===== config.mk =====
export PLATFORM = sky130hd
export DESIGN_NAME = sipo_deserializer
export DESIGN_NICKNAME = d
export VERILOG_FILES = /design/src/rtl/sipo_deserializer.sv
export SDC_FILE = /design/constraint.sdc
export NUM_CORES = 1
export LEC_CHECK = 0
export BUFFER_PORTS_ARGS = -buffer_cell sky130_fd_sc_hd__buf_2
export CORE_UTILIZATION = 30
export CTS_CLUSTER_SIZE = 40
export DETAILED_ROUTE_END_ITERATION = 8
export GPL_ROUTABILITY_DRIVEN = 0
export GPL_TIMING_DRIVEN = 1
export HOLD_SLACK_MARGIN = 0.15
export PLACE_DENSITY = 0.45
export SLEW_MARGIN = 15
export SYNTH_ARGS = -nofsm -noshare
export SYNTH_HDL_FRONTEND = slang
export SYNTH_SLANG_ARGS = --single-unit

===== constraint.sdc =====
create_clock -name clk -period 1.65 [get_ports clk]
set_input_delay 0.33 -clock clk [delete_from_list [all_inputs] [get_ports clk]]
set_output_delay 0.33 -clock clk [all_outputs]
set_load 0.05 [all_outputs]

===== src/rtl/sipo_deserializer.sv =====
// Serial-to-parallel deserializer with valid/ready word output.
// Optional even-parity frame check: define SIPO_PARITY_CHECK_EN.
module sipo_deserializer #(
  parameter int WIDTH = 4,
  parameter int CNT_W = 3
) (
  input  logic             clk,
  input  logic             reset_n,
  input  logic             clr,
  input  logic             bit_valid,
  input  logic             serial_in,
  input  logic             shift_dir,
  output logic [WIDTH-1:0] data_out,
  output logic             out_valid,
  input  logic             out_ready,
  output logic             busy,
  output logic             overrun,
  output logic             parity_err
);

  typedef enum logic {
    COLLECT,
    PARITY
  } state_t;

  state_t           state;
  logic [WIDTH-1:0] shift_reg;
  logic [WIDTH-1:0] shift_nxt;
  logic [WIDTH-1:0] word;
  logic [CNT_W-1:0] bit_cnt;
  logic             dir_lat;
  logic             dir;
  logic             last;
  logic             in_par;
  logic             word_done;
  logic             par_bad;
  logic             par_q;

  assign dir  = (bit_cnt == '0) ? shift_dir : dir_lat;
  assign last = (bit_cnt == CNT_W'(WIDTH - 1));

  always_comb begin
    shift_nxt = {shift_reg[WIDTH-2:0], serial_in};
    if (dir)
      shift_nxt = {serial_in, shift_reg[WIDTH-1:1]};
  end

`ifdef SIPO_PARITY_CHECK_EN
  // The word is already assembled when the parity bit arrives.
  assign in_par     = (state == PARITY);
  assign word_done  = bit_valid && in_par;
  assign word       = shift_reg;
  assign par_bad    = (^shift_reg) != serial_in;
  assign parity_err = par_q;
`else
  assign in_par     = 1'b0;
  assign word_done  = bit_valid && last;
  assign word       = shift_nxt;
  assign par_bad    = 1'b0;
  assign parity_err = 1'b0;
`endif

  assign busy = (bit_cnt != '0) || (state == PARITY);

  always_ff @(posedge clk or negedge reset_n) begin
    if (!reset_n) begin
      state     <= COLLECT;
      shift_reg <= '0;
      bit_cnt   <= '0;
      dir_lat   <= 1'b0;
      data_out  <= '0;
      out_valid <= 1'b0;
      overrun   <= 1'b0;
      par_q     <= 1'b0;
    end else if (clr) begin
      state     <= COLLECT;
      shift_reg <= '0;
      bit_cnt   <= '0;
      dir_lat   <= 1'b0;
      data_out  <= '0;
      out_valid <= 1'b0;
      overrun   <= 1'b0;
      par_q     <= 1'b0;
    end else begin
      if (bit_valid) begin
        if (in_par) begin
          state <= COLLECT;
          if (par_bad)
            par_q <= 1'b1;
        end else begin
          shift_reg <= shift_nxt;
          if (bit_cnt == '0)
            dir_lat <= shift_dir;
          if (last) begin
            bit_cnt <= '0;
`ifdef SIPO_PARITY_CHECK_EN
            state   <= PARITY;
`endif
          end else begin
            bit_cnt <= bit_cnt + 1'b1;
          end
        end
      end
      // A completion either fills a free/consumed slot or is dropped.
      if (word_done) begin
        if (!out_valid || out_ready) begin
          data_out  <= word;
          out_valid <= 1'b1;
        end else begin
          overrun <= 1'b1;
        end
      end else if (out_ready) begin
        out_valid <= 1'b0;
      end
    end
  end

endmodule


==> results.md <==
- The final layout contains 113 nets.
- 15 I/O pins were placed.
- The overall overflow remaining after global route is 0.
- The critical path class is reg2out.
- Setup repair after global routing could not meet its margin everywhere.
- After clock tree synthesis, the clock-pin slew on the worst setup and hold paths is 0.08 ns.
- The number of distinct library cell variants in the gate-level netlist after synthesis is 25.
- The number of max-cap violations is 0.
- The capturing element type of the critical path is an output port.
- The worst clock skew is 0.002638 ns.
- The average detailed-routed wire length per instance is 13.15 um.
- The count of nets left with antenna violations once routing finished came out at 0.
- The number of antenna violations at the first check in global routing is 0.
- The proportion of total power due to net switching is 28.66%.
- The synthesis-to-layout area growth is 24.92%.
- The worst endpoint data arrival time is 1.28 ns.
- The buffer type at the clock tree root is sky130_fd_sc_hd__clkbuf_4.
- The maximum fanout along the worst path is 4.
- Before antenna repair, the detailed router went through 4 iterations.
- The minimum period implied by the final worst setup slack is 1.610 ns.
- The detailed router placed 686 vias in this run.
- The internal power component is 0.0005184 W.
- The worst hold-check path type is in2reg.
- The later pin in the worst-skew pair is clocked with a latency of 0.27 ns.
- Buffers inserted during clock tree synthesis total 3.
- The power share of the combinational group is a little under a quarter.
- The number of max-slew violations in the final report is 0.
- The fraction of final layout cells with drive strength greater than 1 is a little under a third.
- The die outline height is 53.42 um.
- The leakage dissipation is 0.4689 nW.
- The post-synthesis instance area is about 800 um^2.
- The DRC violation total after the first TritonRoute iteration is 15.
- Summed over all nets, the switching power comes to 0.0002083 W.
- The core region is 2477 um^2.
- Sequential cells were found to cover 44.16% of the synthesized design area.
- The element type at the critical path start is a flip-flop.
- The number of global-route vias before repair is approximately 620.
- The per-instance average area after synthesis is 9.793 um^2.
- The final critical path takes up 97.59% of the cycle.
- The achievable clock frequency is roughly 620 MHz.
- Global routing used ~15% of the available tracks across all layers.
- The tree built by TritonCTS fans out to 14 sinks.
- The Yosys step of the flow raised 0 warnings.
- Excluding fillers, the count of instances in the completed layout stands at approximately 130.
- CTS built an H-tree with a depth of 1.
- The power density normalized to cell area is 733.4 nW/um^2.
- The total inserted antenna cells is 0.
- TritonCTS built the clock tree.
- The sequential share of power is 51.0%.
- The initial cell density of the core is 32.02%.
- The global-route wire length before repair is roughly 2.9 mm.
- The synthesized flop and latch total is 14.
- The synthesized net count is 90.
- The count of final hold-check violations is 0.
- The run finished with clean final reports.
- After layout, the design draws a total of 0.0007267 W.
- The part of the total power dissipated in the clock network is a little over a quarter.
- In this run the tool buffered the top-level ports with 13 buffer cells.
- In this run, placement finished with an instance count of roughly 120.
- The buffer levels on the longest clock path is 2.
- Using the TritonRoute via totals, the vias-per-cell ratio works out to between 5 and 6.
- The number of rows in the core area is 18.
- Summed over all layers, the routed wires come to 1.736 mm.
- The largest net degree at the start of global routing is 15.
- STA puts the critical path data required time at 1.32 ns.
- After technology mapping, the gate count stands at 81.
- Measured along the x axis, the die boundary spans 53.42 um.
- The residual DRC count is 0.
- The final core utilization is between 40% and 50%.
- The final setup violation count is 0.
- The largest vdd supply drop is 350.8 uV.
- The full die area is 2854 um^2.
- Once detailed placement completed, the half-perimeter wirelength came to 1.213 mm.
what timing repair did:
action / 4_1_cts / 5_1_grt
resized for setup: 5 / 4
endpoints found under the setup margin: 1 / 1
buffers inserted: 2 / 5
pin swaps: 1 / 1
hold buffers: 1 / 0
hold endpoints to repair: 14 / 0
gates cloned: 0 / 0
cell usage in the layout (no fill, tap or decap):
cell type,count
sky130_fd_sc_hd__inv_2,3
sky130_fd_sc_hd__clkbuf_4,3
sky130_fd_sc_hd__conb_1,1
sky130_fd_sc_hd__and2_4,1
sky130_fd_sc_hd__and4bb_1,4
sky130_fd_sc_hd__buf_4,8
sky130_fd_sc_hd__inv_1,3
sky130_fd_sc_hd__dfrtp_1,14
sky130_fd_sc_hd__ha_1,1
sky130_fd_sc_hd__nand3_1,2
sky130_fd_sc_hd__nor2b_1,4
sky130_fd_sc_hd__a21oi_1,7
sky130_fd_sc_hd__a211oi_1,1
sky130_fd_sc_hd__a31oi_1,5
sky130_fd_sc_hd__nand3b_1,1
sky130_fd_sc_hd__buf_2,12
sky130_fd_sc_hd__o21ai_1,3
sky130_fd_sc_hd__a311oi_1,8
sky130_fd_sc_hd__nor2_1,6
sky130_fd_sc_hd__nor2b_4,1
sky130_fd_sc_hd__mux2i_1,1
sky130_fd_sc_hd__dlygate4sd3_1,1
sky130_fd_sc_hd__nand2b_1,4
sky130_fd_sc_hd__and2_1,4
sky130_fd_sc_hd__ha_4,1
sky130_fd_sc_hd__o21ai_0,1
sky130_fd_sc_hd__buf_8,1
sky130_fd_sc_hd__and3b_2,1
metrics by stage:
| step | setup TNS, ns | setup slack [ns] | instance area (um^2) | hold slack [ns] |
|---|---|---|---|---|
| 2_1_floorplan | 0 | 0.1213 | 793.3 | 0.03441 |
| 3_3_place_gp | 0 | 0.1058 | 877.1 | 0.2549 |
| 3_5_place_dp | 0 | 0.07410 | 877.1 | 0.2444 |
| 4_1_cts | 0 | 0.006005 | 944.7 | 0.3840 |
| 5_1_grt | -0.04077 | -0.03635 | 991.0 | 0.4074 |
| 6_report | 0 | 0.03975 | 991.0 | 0.3832 |
final timing paths:
check	cells after the start	from	slack, ns	to
setup / recovery	5	bit_cnt[0]	0.04	busy
hold / removal	4	out_ready	0.38	overrun
setup reg to reg	5	bit_cnt[0]	0.11	data_out[0]
hold reg to reg	2	overrun	0.50	overrun
max in group asynchronous	2	reset_n	0.94	bit_cnt[1]
min in group asynchronous	2	reset_n	0.47	data_out[0]
power by group through the flow:
stage	registers, W	clock network [W]	logic, W
final	0.000371	0.000189	0.000167
after CTS	0.000370	0.000195	0.000142
after floorplan	0.000378	0	0.0000835
after global routing	0.000373	0.000221	0.000183
after detailed placement	0.000377	0	0.000123
after global placement	0.000377	0	0.000125
metal layers:
layer | track usage (%) | vias to the layer above | routed length, um | share of wire (%)
met5 | 0 | - | 0 | 0
met4 | 10.09 | 0 | 27 | 1.6
met3 | 3.736 | 4 | 132 | 7.6
met2 | 20.63 | 26 | 804 | 46
met1 | 18.95 | 317 | 772 | 44
li1 | - | 339 | - | -
critical path: stages, from the launching register on:
cell and delay, ns:
sky130_fd_sc_hd__dfrtp_1 0.41, sky130_fd_sc_hd__inv_2 0.09, sky130_fd_sc_hd__ha_4 0.14, sky130_fd_sc_hd__nor2b_4 0.15
sky130_fd_sc_hd__inv_2 0.06, sky130_fd_sc_hd__buf_8 0.15
synthesized netlist by cell type:
| cell type | number | share of area [%] |
|---|---|---|
| sky130_fd_sc_hd__dfrtp_1 | 14 | 44 |
| sky130_fd_sc_hd__a311oi_1 | 8 | 8.8 |
| sky130_fd_sc_hd__a21oi_1 | 7 | 4.4 |
| sky130_fd_sc_hd__nor2_1 | 6 | 2.8 |
| sky130_fd_sc_hd__a31oi_1 | 5 | 3.9 |
| sky130_fd_sc_hd__inv_1 | 5 | 2.4 |
| sky130_fd_sc_hd__and2_1 | 4 | 3.2 |
| sky130_fd_sc_hd__and4bb_1 | 4 | 6.3 |
| sky130_fd_sc_hd__nand2b_1 | 4 | 3.2 |
| sky130_fd_sc_hd__nor2b_1 | 4 | 3.2 |
| sky130_fd_sc_hd__o21ai_1 | 3 | 1.9 |
| sky130_fd_sc_hd__clkbuf_1 | 2 | 0.95 |
| sky130_fd_sc_hd__ha_1 | 2 | 3.2 |
| sky130_fd_sc_hd__nand3_1 | 2 | 1.3 |
| sky130_fd_sc_hd__a211oi_1 | 1 | 0.95 |
| sky130_fd_sc_hd__and2_4 | 1 | 1.1 |
| sky130_fd_sc_hd__and3b_1 | 1 | 1.1 |
| sky130_fd_sc_hd__buf_4 | 1 | 0.95 |
| sky130_fd_sc_hd__buf_6 | 1 | 1.4 |
| sky130_fd_sc_hd__conb_1 | 1 | 0.47 |
| sky130_fd_sc_hd__inv_2 | 1 | 0.47 |
| sky130_fd_sc_hd__mux2i_1 | 1 | 1.3 |
| sky130_fd_sc_hd__nand3b_1 | 1 | 0.95 |
| sky130_fd_sc_hd__nor2b_2 | 1 | 1.1 |
| sky130_fd_sc_hd__o21ai_0 | 1 | 0.63 |
layout make-up:
class                   count  area [um^2]
clock buffers               3        22.52
fillers                   260         1486
inverters                   6        22.52
multi-input cells          57        412.9
flip-flops and latches     14        350.3
well taps                  30        37.54
repair buffers             22        145.1
kinds of logic after synthesis:
group | Yosys count | synth area share (%)
and+or+nand+nor | 28 | 24.13
AOI/OAI and AO/OA | 25 | 20.66
DFF | 14 | 44.16
buffers and inverters | 10 | 6.152
adders and majority gates | 2 | 3.154
muxes | 1 | 1.262
other | 1 | 0.4727
(Power assumes the default switching activity.)
